### src/rtl/frame_head_pkg.sv
// Shared constants for the frame header builder: header word positions and
// parameter legality checks used at elaboration time.
package frame_head_pkg;

  // Header word positions
  localparam int IDX_SYNC  = 0;
  localparam int IDX_CNT   = 1;
  localparam int IDX_W     = 2;
  localparam int IDX_H     = 3;
  localparam int IDX_USER0 = 4;
  localparam int IDX_PAD0  = 8;

  // Legal parameter ranges
  localparam int DW_MIN = 8;
  localparam int DW_MAX = 32;
  localparam int HEAD_LENGTH_MIN = 9;
  localparam int HEAD_LENGTH_MAX = 256;

  function automatic bit dw_legal(input int dw);
    return (dw >= DW_MIN) && (dw <= DW_MAX);
  endfunction

  function automatic bit head_length_legal(input int hl);
    return (hl >= HEAD_LENGTH_MIN) && (hl <= HEAD_LENGTH_MAX);
  endfunction

endpackage

### src/rtl/frame_head_csum.sv
// Running modulo-2^DW sum of header words. A clear restarts the sum and may
// load the first word in the same cycle so the window's first word counts.
module frame_head_csum #(
  parameter int DW = 16
) (
  input  logic          i_clk,
  input  logic          i_rst_n,
  input  logic          i_clr,
  input  logic          i_add,
  input  logic [DW-1:0] i_data,
  output logic [DW-1:0] o_sum
);

  logic [DW-1:0] sum_reg;

  // Accumulate added words; clear (optionally seeding with data) on request
  always_ff @(posedge i_clk) begin
    if (!i_rst_n) begin
      sum_reg <= '0;
    end else if (i_clr) begin
      sum_reg <= i_add ? i_data : '0;
    end else if (i_add) begin
      sum_reg <= sum_reg + i_data;
    end
  end

  assign o_sum = sum_reg;

endmodule

### src/rtl/frame_header_builder.sv
// Frame header builder: emits a fixed-format header (sync, frame count,
// image size, user words, padding) one word per cycle while i_head_vld is
// high, one cycle behind the request. Counts windows and flags windows whose
// length differs from HEAD_LENGTH.
// Optional build macro FRAME_HEAD_CHECKSUM_EN: the last header word carries
// the modulo-2^DW sum of the preceding words instead of the pad word.
import frame_head_pkg::*;

module frame_header_builder #(
  parameter int          DW          = 16,
  parameter int          HEAD_LENGTH = 32,
  parameter logic [31:0] SYNC_WORD   = 32'h0000_BB66,
  parameter logic [31:0] PAD_WORD    = 32'h0000_FFFF
) (
  input  logic            i_clk,
  input  logic            i_rst_n,
  input  logic [DW-1:0]   i_img_w,
  input  logic [DW-1:0]   i_img_h,
  input  logic [4*DW-1:0] i_user,
  input  logic            i_head_vld,
  output logic [DW-1:0]   o_head,
  output logic            o_head_vld,
  output logic [DW-1:0]   o_frame_cnt,
  output logic            o_len_err
);

  // Index must hold HEAD_LENGTH itself so an overlong window can saturate there
  localparam int IW = $clog2(HEAD_LENGTH + 1);

  localparam logic [DW-1:0] SYNC_W = SYNC_WORD[DW-1:0];
  localparam logic [DW-1:0] PAD_W  = PAD_WORD[DW-1:0];

  localparam logic [IW-1:0] K_SYNC  = IW'(IDX_SYNC);
  localparam logic [IW-1:0] K_CNT   = IW'(IDX_CNT);
  localparam logic [IW-1:0] K_W     = IW'(IDX_W);
  localparam logic [IW-1:0] K_H     = IW'(IDX_H);
  localparam logic [IW-1:0] K_USER0 = IW'(IDX_USER0);
  localparam logic [IW-1:0] K_PAD0  = IW'(IDX_PAD0);
  localparam logic [IW-1:0] K_FULL  = IW'(HEAD_LENGTH);

  generate
    if (!dw_legal(DW) || !head_length_legal(HEAD_LENGTH)) begin : g_bad_params
      $error("frame_header_builder: DW must be 8..32 and HEAD_LENGTH 9..256");
    end
  endgenerate

  // Registered state
  logic            head_vld_reg;
  logic [DW-1:0]   head_reg;
  logic            len_err_reg;
  logic [DW-1:0]   frame_cnt_reg;
  logic [IW-1:0]   idx_reg;
  logic            over_reg;
  logic [DW-1:0]   snap_cnt_reg;
  logic [DW-1:0]   snap_w_reg;
  logic [DW-1:0]   snap_h_reg;
  logic [4*DW-1:0] snap_user_reg;

  // Next-state values
  logic            win_start;
  logic            win_end;
  logic [IW-1:0]   cur_idx;
  logic [IW-1:0]   idx_next;
  logic            over_next;
  logic [DW-1:0]   word_next;
  logic [DW-1:0]   head_next;
  logic            len_err_next;
  logic [DW-1:0]   frame_cnt_next;

  logic [DW-1:0]   user_words [4];

  // Split the snapshotted user bus into individual words
  genvar gi;
  generate
    for (gi = 0; gi < 4; gi++) begin : g_user_words
      assign user_words[gi] = snap_user_reg[gi*DW +: DW];
    end
  endgenerate

  // Window edges are seen against the previous cycle's request, which is
  // exactly the registered output qualifier; reset clears it so a request
  // held through reset release starts a fresh window.
  assign win_start = i_head_vld && !head_vld_reg;
  assign win_end   = !i_head_vld && head_vld_reg;
  assign cur_idx   = win_start ? '0 : idx_reg;

`ifdef FRAME_HEAD_CHECKSUM_EN
  localparam logic [IW-1:0] K_LAST     = IW'(HEAD_LENGTH - 1);
  localparam logic [IW-1:0] K_CSUM_END = IW'(HEAD_LENGTH - 2);

  logic          csum_add;
  logic [DW-1:0] csum_sum;

  // Only words ahead of the checksum slot are summed
  assign csum_add = i_head_vld && (cur_idx <= K_CSUM_END);

  frame_head_csum #(
    .DW(DW)
  ) u_csum (
    .i_clk   (i_clk),
    .i_rst_n (i_rst_n),
    .i_clr   (win_start),
    .i_add   (csum_add),
    .i_data  (word_next),
    .o_sum   (csum_sum)
  );
`endif

  // Select the header word for the current index
  always_comb begin
    word_next = PAD_W;
    if (cur_idx == K_SYNC) begin
      word_next = SYNC_W;
    end else if (cur_idx == K_CNT) begin
      word_next = snap_cnt_reg;
    end else if (cur_idx == K_W) begin
      word_next = snap_w_reg;
    end else if (cur_idx == K_H) begin
      word_next = snap_h_reg;
    end else if ((cur_idx >= K_USER0) && (cur_idx < K_PAD0)) begin
      word_next = user_words[cur_idx[1:0]];
`ifdef FRAME_HEAD_CHECKSUM_EN
    end else if (cur_idx == K_LAST) begin
      word_next = csum_sum;
`endif
    end
  end

  // Index advance, overlong tracking, window-end bookkeeping
  always_comb begin
    head_next      = i_head_vld ? word_next : '0;
    idx_next       = idx_reg;
    over_next      = over_reg;
    len_err_next   = 1'b0;
    frame_cnt_next = frame_cnt_reg;

    if (i_head_vld) begin
      idx_next = (cur_idx == K_FULL) ? K_FULL : cur_idx + IW'(1);
    end

    // Saturated index cannot tell HEAD_LENGTH from longer; this flag can
    if (win_start) begin
      over_next = 1'b0;
    end else if (i_head_vld && (cur_idx == K_FULL)) begin
      over_next = 1'b1;
    end

    if (win_end) begin
      frame_cnt_next = frame_cnt_reg + DW'(1);
      len_err_next   = (idx_reg != K_FULL) || over_reg;
    end
  end

  // Output, counter and index registers
  always_ff @(posedge i_clk) begin
    if (!i_rst_n) begin
      head_vld_reg  <= 1'b0;
      head_reg      <= '0;
      len_err_reg   <= 1'b0;
      frame_cnt_reg <= '0;
      idx_reg       <= '0;
      over_reg      <= 1'b0;
    end else begin
      head_vld_reg  <= i_head_vld;
      head_reg      <= head_next;
      len_err_reg   <= len_err_next;
      frame_cnt_reg <= frame_cnt_next;
      idx_reg       <= idx_next;
      over_reg      <= over_next;
    end
  end

  // Freeze header fields at window start so mid-window input changes are ignored
  always_ff @(posedge i_clk) begin
    if (!i_rst_n) begin
      snap_cnt_reg  <= '0;
      snap_w_reg    <= '0;
      snap_h_reg    <= '0;
      snap_user_reg <= '0;
    end else if (win_start) begin
      snap_cnt_reg  <= frame_cnt_reg;
      snap_w_reg    <= i_img_w;
      snap_h_reg    <= i_img_h;
      snap_user_reg <= i_user;
    end
  end

  assign o_head      = head_reg;
  assign o_head_vld  = head_vld_reg;
  assign o_frame_cnt = frame_cnt_reg;
  assign o_len_err   = len_err_reg;

endmodule

### config.mk
export PLATFORM = sky130hd
export DESIGN_NAME = frame_header_builder
export DESIGN_NICKNAME = d
export VERILOG_FILES = /design/src/rtl/frame_head_pkg.sv /design/src/rtl/frame_head_csum.sv /design/src/rtl/frame_header_builder.sv
export SDC_FILE = /design/constraint.sdc
export NUM_CORES = 1
export LEC_CHECK = 0
export CAP_MARGIN = 20
export CORE_MARGIN = 4
export CORE_UTILIZATION = 29
export DETAILED_ROUTE_END_ITERATION = 10
export PLACE_DENSITY = 0.52
export REMOVE_ABC_BUFFERS = 1
export SYNTH_ARGS = -nofsm -noshare
export SYNTH_HDL_FRONTEND = slang
export SYNTH_SLANG_ARGS = --single-unit
export TNS_END_PERCENT = 50
### constraint.sdc
create_clock -name i_clk -period 3.15 [get_ports i_clk]
set_input_delay 0.63 -clock i_clk [delete_from_list [all_inputs] [get_ports i_clk]]
set_output_delay 0.63 -clock i_clk [all_outputs]
set_load 0.03 [all_outputs]
After elaboration in Yosys (flattened, before gate mapping)
Cells that the tools add are included.
- memory bits (writable): 0
- memories: 0
- register bits: 153
- bits in read-only memories: 0
- word-level logic and storage cells: 46
- output and inout bits: 34
- bits in latches: 0
- bits of input ports: 99
- mux-type cells: 10
- order comparisons: 3
- bitwise operators: 3
- multipliers: 0
- equality and inequality tests: 5
- $add $sub $neg: 2
- divide/modulo/power cells: 0
- shifts and indexed selects: 0
- reduce and logical (&&, ||, !) cells: 12
- operators by type and width (cell ; count):
    $mux 16 ; 7
    $bmux 16 s2 ; 1
    $add 16x1->16 const B ; 1
    $eq 6x2->1 const B ; 2
    $mux 6 ; 2
    $add 6x1->6 const B ; 1
    $eq 6x1->1 const B ; 1
    $eq 6x6->1 const B ; 1
    $ge 6x3->1 const B ; 1
    $logic_not 6->1 ; 1
    $lt 6x4->1 const B ; 1
    $ne 6x6->1 const B ; 1
    $logic_and 1x1->1 ; 4
    $reduce_and 2->1 ; 2
    $ge 3x3->1 const B ; 1
    $not 2->3 ; 1
    $reduce_or 3->1 ; 1
    $logic_not 1->1 ; 2
    $not 1->1 ; 2
    $reduce_or 2->1 ; 1
    $logic_or 1x1->1 ; 1

Logic depth before layout (Yosys ltp)
- word-level depth: 12
- mapped depth: 13
- depth with buffers taken out: 8

Least setup slack after synthesis
Ideal clock, no wire load.
- kind: input -> register
- from: input i_head_vld
- to: register head_reg[11], in the netlist o_head[11]
- buffers on the path: 5
- stages: 13
- required time: 3.023 ns
- arrival time: 2.405 ns
- library setup time: 0.127 ns
- slack: 0.617 ns
- path through: buf_2 -> nand2b_1 -> buf_2 -> buf_2 -> buf_2 -> nand2_1 -> inv_1 -> ha_1 -> clkbuf_1 -> nor3b_1 -> nor3_1 -> o21ai_0 -> o22ai_1
- longest elaborated chain between the ends: 11
- elaborated cells between the ends (all ways): 19
- classes of those cells: order compare (2); eq/ne (3); mux (9); bitwise (1); reduce/logical (4)
- RTL lines (element ; line ; text):
    from (decl) ; frame_header_builder.sv:20 ; input logic i_head_vld,
    branches (longest 11 deep; another with $ge 6x3->1) ; n/a ;
    to (signal assigned) ; frame_header_builder.sv:165 ; head_reg <= head_next;
    to (decl) ; frame_header_builder.sv:49 ; logic [DW-1:0] head_reg;
Parallel ways; which one is timed is not known. The select of a mux whose other input is x is not followed.
A chain may end at the register's enable or synchronous reset.

Final worst setup path
- from: register frame_cnt_reg[3], in the netlist o_frame_cnt[3]
- to: output o_frame_cnt[3]
- RTL lines (element ; line ; text):
    from (decl) ; frame_header_builder.sv:51 ; logic [DW-1:0] frame_cnt_reg;
    from (signal assigned) ; frame_header_builder.sv:167 ; frame_cnt_reg <= frame_cnt_next;
    to (decl) ; frame_header_builder.sv:23 ; output logic [DW-1:0] o_frame_cnt,
No word-level cell between the ends.

==> summary.txt <==
Status = finished clean
Worst min-delay path category = reg2reg
Clk pwr share = 0.448
Max VDD drop = 339 uV
Die Span Y = 159 um
CTS Buffer Depth = 2
Pint = 3.58 mW
Post-route ant nets = 0
Clock Sinks = 153
Main flop type after synthesis = dfxtp_1
Leakage Power = 3.22 nW
Crit path cell chain = clkdlybuf4s50_1
Vias per inst = 4.77
Mapped cell area = 6600 um^2
Core area = 22100 um^2
Fin crit share = 0.743
DR DRC count = 0
Syn Inst Count = 826
Hold Violations, Final = 0
Post-CTS Setup Bufs = 0
Number of enable flip-flop cells after synthesis = 0
Register area = 3060 um^2
Post-DP HPWL = 13100 um
Crit. End Element = primary output
Area share of fa/ha/maj cells after synthesis = 0.00949
Cts hold-fix bufs = 0
Wirelength per Cell = 15.9 um
Io pins = 133
Placer Congestion = 0.762
WL final = 19500 um
Worst Path Buf+Inv = 1
Share of cells above drive strength 1 = 0.0782
Synth-to-layout area growth = 33.5%
Psw = 1.17 mW
Input/output buffers = 132
Chip width = 159 um
Switching part of the total = 0.245
Final net count = 1039
Minimum clock period = 2.34 ns
Filler Cell Count = 2284
TNS Setup = 0 ns
Final setup vio count = 0
Synth area leaders = dfxtp_1 46%, nand2_1 14%, a21oi_1 9.9%
DR vias = 5845
Post-CTS Resized = 0
Num CTS Buffers = 17
Maxcap violations = 0
TritonRoute pass-1 iters = 4
Final non-filler cell total = 1226
Delay-heaviest family, CP = buffers and inverters
Largest family of logic cells by synthesized area = simple AND/OR/NAND/NOR gates
Full die area = 25200 um^2
Synth area leader = dfxtp_1
Top cell type's share of synthesized area = 0.464
Largest net degree at the start of global routing = 73
Gr usage total = 0.153
Placed cell count = 1196
Final instance area = 8800 um^2
Antenna cells = 0
Clock Tree Root = clkbuf_16
Synth Warn # = 0
Max Clk Rate = 427 MHz
Hold WS = 0.450 ns
Register area share after synthesis = 0.464
First-pass GRT wire length = 31200 um
Total grt overflow = 0
Delay of the slowest critical-path stage = 0.76 ns
Max reg flops = 64
Comb power frac = 0.115
Initial core utilization = 0.299
Placed cell area = 8200 um^2
Multiplexer area fraction after synthesis = 0.0288
Compound-Gate Fraction of Synth Area = 0.176
Slew Viols, Final = 0
RSZ-0062 raised after global routing = no
Synth Area in Simple Gates = 0.257
Finished Core Util = 0.399
PwrDens = 539 nW/um^2
H-Tree Depth = 4
#FFs+latches synth = 153
FFs w/ async S/R, synth = 0
CP required = 2.52 ns
CTS tree = done
Critical Setup Path Class = reg2out
Cell type of the slowest stage on the worst timing path = clkdlybuf4s50_1
Crit-path max FO = 9
Setup WS pre-CTS = 0.445 ns
Fin Clk Skew = 0.00467 ns
Power, Total = 4.75 mW
1st-iter DRT viols = 365
Post-synth cell types = 45
Setup crit start kind = register
Worst setup margin = 0.811 ns
Rel. slew slack = 0.525
Seq pwr share = 0.437
Initial antenna violation count = 0
XOR/XNOR Fraction of Synth Area = 0.0159
Multi-input logic area = 3230 um^2
FP Rows = 54
Worst-margin pin slew = 0.712 ns
Avg Cell Area, Syn = 7.98 um^2
Worst-Skew Late Latency = 0.42 ns
Arrival time worst endpoint = 1.71 ns
Vias in the first global route = 5748
CTS clk-pin slew, worst paths = 0.06 ns
[cell type report]
type	instances	area share
clock inverter	10	0.0162
tap	280	0.0398
timing repair buffer	155	0.173
sequential	153	0.348
clock buffer	20	0.0530
inverter	7	0.00327
multi-input combinational	601	0.367
[power groups by stage]
| stage | clock network, mW | logic (mW) | registers [mW] |
|---|---|---|---|
| 2_1_floorplan | 0 | 0.235 | 2.15 |
| 3_3_place_gp | 0 | 0.552 | 2.12 |
| 3_5_place_dp | 0 | 0.555 | 2.12 |
| 4_1_cts | 2.18 | 0.557 | 2.07 |
| 5_1_grt | 2.25 | 0.607 | 2.08 |
| 6_report | 2.13 | 0.547 | 2.07 |
[cell usage in the layout (no fill, tap or decap), types with 4 or more instances in the layout]
master,n
mux2i_1,19
a21oi_1,130
o311ai_0,6
buf_4,21
o221ai_1,6
o21ai_0,13
clkdlybuf4s50_1,132
nor3b_1,16
xnor2_1,8
o221a_2,9
nor3_1,14
dfxtp_1,152
clkbuf_16,17
a31oi_1,19
nand2_1,243
ha_1,5
nor2_1,16
nor2b_1,33
and3_1,8
nand3_1,11
o22ai_1,11
xor2_1,4
nand2b_1,5
inv_1,6
[cells by family (layout without fill, tap and decap cells)]
logic type,Yosys count,after routing
xor gates and xnor gates,12,12
adders and majority gates,5,5
buffers and inverters,72,192
and+or+nand+nor,365,365
DFF,153,153
AOI/OAI and AO/OA,200,200
muxes,19,19
[path summary, 6_finish.rpt]
kind / to / start / slack, ns / cells after the start
min reg2reg: snap_user_reg[8] / snap_user_reg[8] / 0.45 / 2
min: snap_user_reg[8] / snap_user_reg[8] / 0.45 / 2
max reg2reg: o_head[12] / o_head_vld / 1.01 / 10
max: o_frame_cnt[3] / o_frame_cnt[3] / 0.81 / 1
[routing by layer]
layer / global-route usage / vias to the layer above / share of wire
met5: 0 / - / 0
met4: 0.0367 / 0 / 0.0051
met3: 0.0373 / 7 / 0.046
met2: 0.250 / 116 / 0.46
met1: 0.204 / 2697 / 0.49
li1: - / 3025 / -
[worst reg2reg max path, stage by stage (launching register included)]
cell and delay [ns]:
dfxtp_1 0.30, buf_4 0.19, nand2b_4 0.18, nand2_2 0.07, inv_1 0.08, ha_1 0.39, buf_4 0.31, nor2b_1 0.18
nor3_1 0.05, o21ai_0 0.17, o22ai_1 0.09
[Yosys cell counts, drive strengths merged (6+ instances only)]
cell / number
nand2: 244
dfxtp: 153
a21oi: 130
nor2b: 34
buf: 33
clkbuf: 32
a31oi: 19
mux2i: 19
nor2: 16
nor3b: 16
nor3: 15
o21ai: 13
nand3: 11
o22ai: 11
o221a: 10
and3: 8
xnor2: 8
inv: 6
nand2b: 6
o221ai: 6
o311ai: 6
No activity file was read; power rests on OpenSTA's default activity.
